<file path="src/rtl/mem_port_arbiter.sv">
// mem_port_arbiter: shares one memory port between instruction fetch and load/store, one access in flight
module mem_port_arbiter #(
    parameter int ADDR_W          = 32,
    parameter int DATA_W          = 32,
    parameter int MEM_LAT         = 2,
    parameter int MAX_DATA_STREAK = 3
) (
    input  logic                  clk,
    input  logic                  reset,
    input  logic                  if_req,
    input  logic [ADDR_W-1:0]     if_addr,
    output logic                  if_gnt,
    output logic                  if_rvalid,
    output logic [DATA_W-1:0]     if_rdata,
    input  logic                  d_req,
    input  logic                  d_we,
    input  logic [ADDR_W-1:0]     d_addr,
    input  logic [DATA_W-1:0]     d_wdata,
    input  logic [DATA_W/8-1:0]   d_wstrb,
    output logic                  d_gnt,
    output logic                  d_rvalid,
    output logic [DATA_W-1:0]     d_rdata,
    output logic                  mem_en,
    output logic [DATA_W/8-1:0]   mem_we,
    output logic [ADDR_W-1:0]     mem_addr,
    output logic [DATA_W-1:0]     mem_wdata,
    input  logic [DATA_W-1:0]     mem_rdata,
    output logic                  busy
);
    localparam int SW = $clog2(MAX_DATA_STREAK + 1);
    localparam int BW = DATA_W / 8;
    typedef enum logic [1:0] {IDLE, ACCESS, WAIT} state_t;
    state_t state, state_nxt;
    logic own_d, is_wr, pick_d, done;
    logic [ADDR_W-1:0] addr_q;
    logic [DATA_W-1:0] wdata_q;
    logic [BW-1:0] wstrb_q;
    logic [2:0] cnt;
    logic [SW-1:0] streak;
    // fetch only overtakes data once the data side has used up its streak allowance
    assign pick_d = d_req && !(if_req && streak == SW'(MAX_DATA_STREAK));
    assign done = state == WAIT && cnt == 3'(MEM_LAT);
    always_comb begin
        state_nxt = state;
        case (state)
            IDLE:    state_nxt = (if_req || d_req) ? ACCESS : IDLE;
            ACCESS:  state_nxt = is_wr ? IDLE : WAIT;
            WAIT:    state_nxt = done ? IDLE : WAIT;
            default: state_nxt = IDLE;
        endcase
    end
    always_ff @(posedge clk or posedge reset) begin
        if (reset) begin
            state   <= IDLE;
            own_d   <= 1'b0;
            is_wr   <= 1'b0;
            addr_q  <= '0;
            wdata_q <= '0;
            wstrb_q <= '0;
            cnt     <= 3'd1;
            streak  <= '0;
        end else begin
            state <= state_nxt;
            cnt   <= state == WAIT ? cnt + 3'd1 : 3'd1;
            if (state == IDLE && (if_req || d_req)) begin
                own_d   <= pick_d;
                is_wr   <= pick_d && d_we;
                addr_q  <= pick_d ? d_addr : if_addr;
                wdata_q <= pick_d ? d_wdata : '0;
                wstrb_q <= (pick_d && d_we) ? d_wstrb : '0;
                streak  <= (pick_d && if_req) ? streak + 1'b1 : '0;
            end
        end
    end
    assign mem_en    = state == ACCESS;
    assign mem_we    = mem_en ? wstrb_q : '0;
    assign mem_addr  = mem_en ? addr_q : '0;
    assign mem_wdata = mem_en ? wdata_q : '0;
    assign if_gnt    = mem_en && !own_d;
    assign d_gnt     = mem_en && own_d;
    assign if_rvalid = done && !own_d;
    assign d_rvalid  = done && own_d;
    assign if_rdata  = if_rvalid ? mem_rdata : '0;
    assign d_rdata   = d_rvalid ? mem_rdata : '0;
    assign busy      = state != IDLE;
endmodule

</file>
<file path="config.mk">
export PLATFORM = sky130hd
export DESIGN_NAME = mem_port_arbiter
export DESIGN_NICKNAME = d
export VERILOG_FILES = /design/src/rtl/mem_port_arbiter.sv
export SDC_FILE = /design/constraint.sdc
export NUM_CORES = 1
export LEC_CHECK = 0
export CELL_PAD_IN_SITES_DETAIL_PLACEMENT = 1
export CELL_PAD_IN_SITES_GLOBAL_PLACEMENT = 1
export CORE_UTILIZATION = 29
export DETAILED_ROUTE_END_ITERATION = 12
export GPL_TIMING_DRIVEN = 1
export MAX_ROUTING_LAYER = met4
export PLACE_DENSITY = 0.84
export SYNTH_ARGS = -nofsm -noshare
export SYNTH_HDL_FRONTEND = slang
export SYNTH_SLANG_ARGS = --single-unit
</file>
<file path="constraint.sdc">
create_clock -name clk -period 3.9 [get_ports clk]
set_input_delay 0.78 -clock clk [delete_from_list [all_inputs] [get_ports clk]]
set_output_delay 0.78 -clock clk [all_outputs]
set_load 0.02 [all_outputs]
</file>
== Word level (Yosys, flattened, before mapping) ==
Cells that the tools add are included.

* Add/subtract/negate cells: 2
* Shift operators: 0
* Reduce and logical (&&, ||, !) cells: 15
* Order comparisons: 0
* Multipliers: 0
* Div/mod/pow operators: 0
* Bitwise gates (word level): 0
* Equality and inequality tests: 4
* Muxes and demuxes: 14

{| class="wikitable"
|+ Operator list
! operator !! number
|-
| 2-to-1 mux 32 bit || 6
|-
| logical AND 1 bit || 10
|-
| 2-to-1 mux 4 bit || 2
|-
| 2-to-1 mux 2 bit || 3
|-
| case mux 2 bit (3 select lines) || 1
|-
| == test 2 bit (second input constant) || 2
|-
| adder 3 x 1 -> 3 bit (second input constant) || 1
|-
| == test 3 x 2 -> 1 bit (second input constant) || 1
|-
| 2-to-1 mux 3 bit || 1
|-
| adder 2 x 1 -> 2 bit (second input constant) || 1
|-
| == test 2 x 1 -> 1 bit (second input constant) || 1
|-
| zero test 1 bit || 2
|-
| zero test 2 bit || 1
|-
| nonzero test 2 bit || 1
|-
| logical OR 1 bit || 1
|-
| 2-to-1 mux 1 bit || 1
|}

* Word-level logic and storage cells: 43
* Memories kept: 0
* Bits of input ports: 137
* Flip-flop bits (word level): 77
* Bits in writable memories: 0
* Bits in read-only memories: 0
* Bits in latches: 0
* Output and inout bits: 138

== Depth between registers and ports, before layout ==
* Word-level depth: 6
* Depth in mapped cells: 6
* Gate-level depth less buffers: 5

== Worst setup path before layout ==
No wires, ideal clock.

* Path type: register to output
* From: register cnt[0]
* To: output if_rdata[22]
* Arrival: 1.592 ns
* Path buffers: 1
* Data required time: 3.120 ns
* Stages on the path, launching flop included: 7
* Setup slack: 1.528 ns
* Cell sequence: dfstp_2 > inv_1 > ha_1 > nor2b_1 > nor3b_2 > clkbuf_1 > and2_1

* Longest elaborated chain between the ends: 4

{| class="wikitable"
|+ Ends and longest elaborated chain
! item !! line !! RTL
|-
| from (decl) || 38 || <nowiki>logic [2:0] cnt;</nowiki>
|-
| from (signal assigned) || 64 || <nowiki>cnt <= state == WAIT ? cnt + 3'd1 : 3'd1;</nowiki>
|-
| == test 3 x 2 -> 1 bit || 42 || <nowiki>assign done = state == WAIT && cnt == 3'(MEM_LAT);</nowiki>
|-
| logical AND 1 bit || 42 ||
|-
| logical AND 1 bit || 81 || <nowiki>assign if_rvalid = done && !own_d;</nowiki>
|-
| named net if_rvalid || 13 || <nowiki>output logic if_rvalid,</nowiki>
|-
| 2-to-1 mux 32 bit || 83 || <nowiki>assign if_rdata = if_rvalid ? mem_rdata : '0;</nowiki>
|-
| to (decl) || 14 || <nowiki>output logic [DATA_W-1:0] if_rdata,</nowiki>
|}

The timed path passes the listed nets, and every way through them passes these cells.

== Worst setup path in the final report ==
* From: register state[0]
* To: output d_rdata[30]

* Longest elaborated chain between the ends: 4

{| class="wikitable"
|+ Ends and longest elaborated chain
! item !! line !! RTL
|-
| from (decl) || 33 || <nowiki>state_t state, state_nxt;</nowiki>
|-
| from (signal assigned) || 63 || <nowiki>state <= state_nxt;</nowiki>
|-
| == test 2 bit || 42 ||
|-
| logical AND 1 bit || 42 ||
|-
| logical AND 1 bit || 82 || <nowiki>assign d_rvalid = done && own_d;</nowiki>
|-
| 2-to-1 mux 32 bit || 84 || <nowiki>assign d_rdata = d_rvalid ? mem_rdata : '0;</nowiki>
|-
| to (decl) || 22 || <nowiki>output logic [DATA_W-1:0] d_rdata,</nowiki>
|}

Every way passes these cells.

==> results.rst <==
.. list-table::
   :header-rows: 1

   * - Metric
     - Value
   * - Remaining max-slew budget at the tightest pin
     - 30.16%
   * - First-pass GRT wire length
     - between 20000 and 25000 um
   * - Final cell utilization of the core
     - 51.09%
   * - Antenna diode instance count
     - 0
   * - Clock latency reported for the late side of the worst-skew pair
     - approximately 0.33 ns
   * - Clock transition time at the flip-flop clock pins of the worst setup and hold paths
     - roughly 0.060 ns
   * - Setup-violating endpoint count in the final report
     - 0
   * - Total via count in the routed design
     - around 3700
   * - Final hold vios
     - 0
   * - Total I/O pin count
     - 275
   * - Arrival time of data at the critical path endpoint
     - 2.47 ns
   * - Path type of the worst min-delay path
     - reg -> reg
   * - Nature of the critical path endpoint
     - primary output
   * - Placer's final routability congestion estimate
     - 0.7621
   * - Part of the power in combinational logic
     - 49.2%
   * - Synth Instances
     - roughly 370
   * - Highest-count cells in the layout ignoring fill and taps
     - clkdlybuf4s50_1, and2_1, dfrtp_1, mux2_2, a22o_1
   * - Detailed placement HPWL
     - about 11000 um
   * - Reg-to-reg slack, setup
     - slightly below 2 ns
   * - Number of rows created at floorplan
     - 44
   * - X dimension of the die
     - about 120 um
   * - Number of nets with antenna violations after detailed routing
     - 0
   * - Synthesized flop and latch total
     - between 70 and 80
   * - CTS Root Buffer Type
     - clkbuf_16
   * - Initial Util
     - 29.64%
   * - Switch share
     - between 30% and 40%
   * - # port buffers
     - between 200 and 300
   * - Clock tree from TritonCTS
     - built
   * - Netlist cell types
     - 25
   * - Final routed DRC violation total
     - 0
   * - Post-CTS Resized
     - 0
   * - Setup repair after global routing missed its margin
     - no
   * - Most common cell after layout, fill and taps aside
     - clkdlybuf4s50_1
   * - Post-DR vias/cell
     - 4.565
   * - Count of buffers added by post-CTS timing repair for setup
     - 0
   * - Largest net degree at the start of global routing
     - 60
   * - Post-Synthesis Net Count
     - between 500 and 600
   * - Int Power
     - between 2000 and 3000 uW
   * - Congestion Overflow GR
     - 0
   * - Power per Cell Area
     - around 570 nW/um^2
   * - Hold path depth
     - 1
   * - Routed wire length per instance
     - ~17 um
   * - Area added between synthesis and finish
     - 72.38%
   * - Capture point of the worst reg-to-reg path
     - wdata_q[23]
   * - Proportion of power drawn by flip-flops and latches
     - roughly a third
   * - Total standard cell area after synthesis
     - 4308 sq um
   * - Worst-path maximum fanout
     - 33
   * - Crit start category
     - flop
   * - Fill cell count
     - approximately 1500
   * - Share of post-route cells with drive strength above 1
     - between 10% and 20%
   * - Clk_skew
     - a little under 0.005 ns
   * - Origin of the critical flop-to-flop path
     - streak[0]
   * - Post-layout nets
     - ~770
   * - Number of antenna violations at the first check in global routing
     - 0
   * - Max-capacitance violation count
     - 0
   * - Switching pwr
     - 1502 uW
   * - CTS H-tree lvls
     - 3
   * - Synthesized area per cell
     - 11.74 sq um
   * - Max clock buf depth
     - 2
   * - Number of pins exceeding their max-slew limit in the final report
     - 0
   * - DR iter-0 viols
     - 84
   * - WP data required
     - around 3.1 ns
   * - Worst-case vdd ir drop
     - 0.3184 mV
   * - Status
     - complete, no violations
   * - Number of global-route vias before repair
     - around 4000
   * - Die area
     - 15350 sq um
   * - First-pass iteration count of the detailed router
     - 4
   * - Crit path time final
     - ~3.3 ns
   * - Area of the placeable core
     - about 15000 sq um
   * - Final sum of negative setup slack
     - 0 ns
   * - CTS Hold Buffers Added
     - 0
   * - TritonCTS Buffers
     - 9
   * - Kind of critical path
     - reg -> out
   * - Relative contribution of the clock network to total power
     - approximately a fifth
   * - Yosys warning count
     - 0
   * - Worst Tran Pin Value
     - approximately 1.0 ns
   * - Sequential share of the synthesized area
     - 44.76%
   * - Height of the chip
     - approximately 120 um
   * - Capture endpoint of the worst hold path
     - state[1]
   * - Worst reg-to-reg path cell count
     - 4
   * - Clock net sink count
     - 77
   * - Overall track demand over capacity in global routing
     - approximately a fifth
   * - Final wirelength
     - 14120 um
   * - Final Cycle Share
     - a little over four fifths
   * - Hold_sp
     - is_wr
   * - Highest achievable clock rate
     - 307.4 MHz
   * - Total leakage power
     - slightly above 0.003 uW
## per-layer routing
layer  routed length (um)  share of wire (%)  GRT usage [%]  vias up
met5                    0                  0              -        -
met4                  218                1.5          5.723        0
met3                 1311                9.3          6.044       14
met2                 7510                 53          34.83      158
met1                 5076                 36          19.18     1805
li1                     -                  -              -     1757
## registers in the layout (all words and copies together), names as in the netlist
| register | flops |
|---|---|
| addr_q | 32 |
| wdata_q | 32 |
| wstrb_q | 4 |
| cnt | 3 |
| state | 2 |
| streak | 2 |
| is_wr | 1 |
| own_d | 1 |
## worst max-delay path by stage
stage	end	depth (start not counted)	slack [ns]	from
after global routing	d_rdata[30]	4	0.48	state[0]
after floorplan	addr_q[0]	1	1.15	reset
after CTS	d_rdata[30]	4	0.61	state[0]
after detailed placement	d_rdata[30]	4	0.98	state[0]
after global placement	d_rdata[9]	3	1.04	mem_rdata[9]
final	d_rdata[30]	4	0.65	state[0]
## stage by stage
step / instance area [sq um] / total power, uW / worst slack [ns] / std cells / hold WS, ns
2_1_floorplan: 4308 / 2693 / 1.155 / 367 / 0.4237
3_3_place_gp: 7142 / 3409 / 1.040 / 802 / 0.4661
3_5_place_dp: 7142 / 3484 / 0.9775 / 802 / 0.4661
4_1_cts: 7426 / 4308 / 0.6095 / 818 / 0.4772
5_1_grt: 7426 / 4507 / 0.4835 / 818 / 0.4909
6_report: 7426 / 4244 / 0.6469 / 818 / 0.4659
## cell usage after synthesis (all sizes together)
master  instances  area [sq um]
a22o           34         297.8
nor2            5         18.77
and4bb          1         12.51
nand2b          2         12.51
inv             3         11.26
or2             3         18.77
dfrtp          76          1902
and2          133         832.1
clkinv          1         8.760
clkbuf         13         48.80
a21bo           1         10.01
a32o            5         50.05
nor2b           2         12.51
a21o            1         7.510
ha              3         37.54
dfstp           1         26.28
nor3b           1         12.51
o22ai           1         6.260
mux2           64         829.6
buf            16         143.9
xnor2           1         8.760
## critical path, cell delays in order, from the launching register on
cell,delay (ns)
dfrtp_1,0.38
nand2b_1,0.23
and4bb_2,0.70
and2_1,0.21
clkdlybuf4s50_1,0.61
## cells by family (layout without fill, tap and decap cells)
group / after synthesis / after routing / synth area share (%)
AO/OA/AOI/OAI: 42 / 42 / 8.627
XOR/XNOR: 1 / 1 / 0.2033
buffers and inverters: 33 / 300 / 4.938
AND/OR/NAND/NOR: 147 / 147 / 21.35
multiplexers: 64 / 64 / 19.26
adder cells (fa/ha/maj): 3 / 3 / 0.8714
flip-flops: 77 / 77 / 44.76
## power by group through the flow
stage / registers, uW / logic, uW / clock network (uW)
finish: 1360 / 2090 / 795
global route: 1410 / 2250 / 850
CTS: 1370 / 2120 / 820
detailed placement: 1370 / 2110 / 0
global placement: 1350 / 2060 / 0
floorplan: 1300 / 1390 / 0
## layout make-up
cell class	count	area (sq um)	area share, %
clock buffers	9	225.2	3.033
inverters	4	21.27	0.2864
well taps	184	230.2	3.100
flip-flops and latches	77	1928	25.96
multi-input cells	257	2175	29.28
repair buffers	280	2788	37.54
clock inverters	7	58.81	0.7919
No activity file was read; power rests on OpenSTA's default activity.
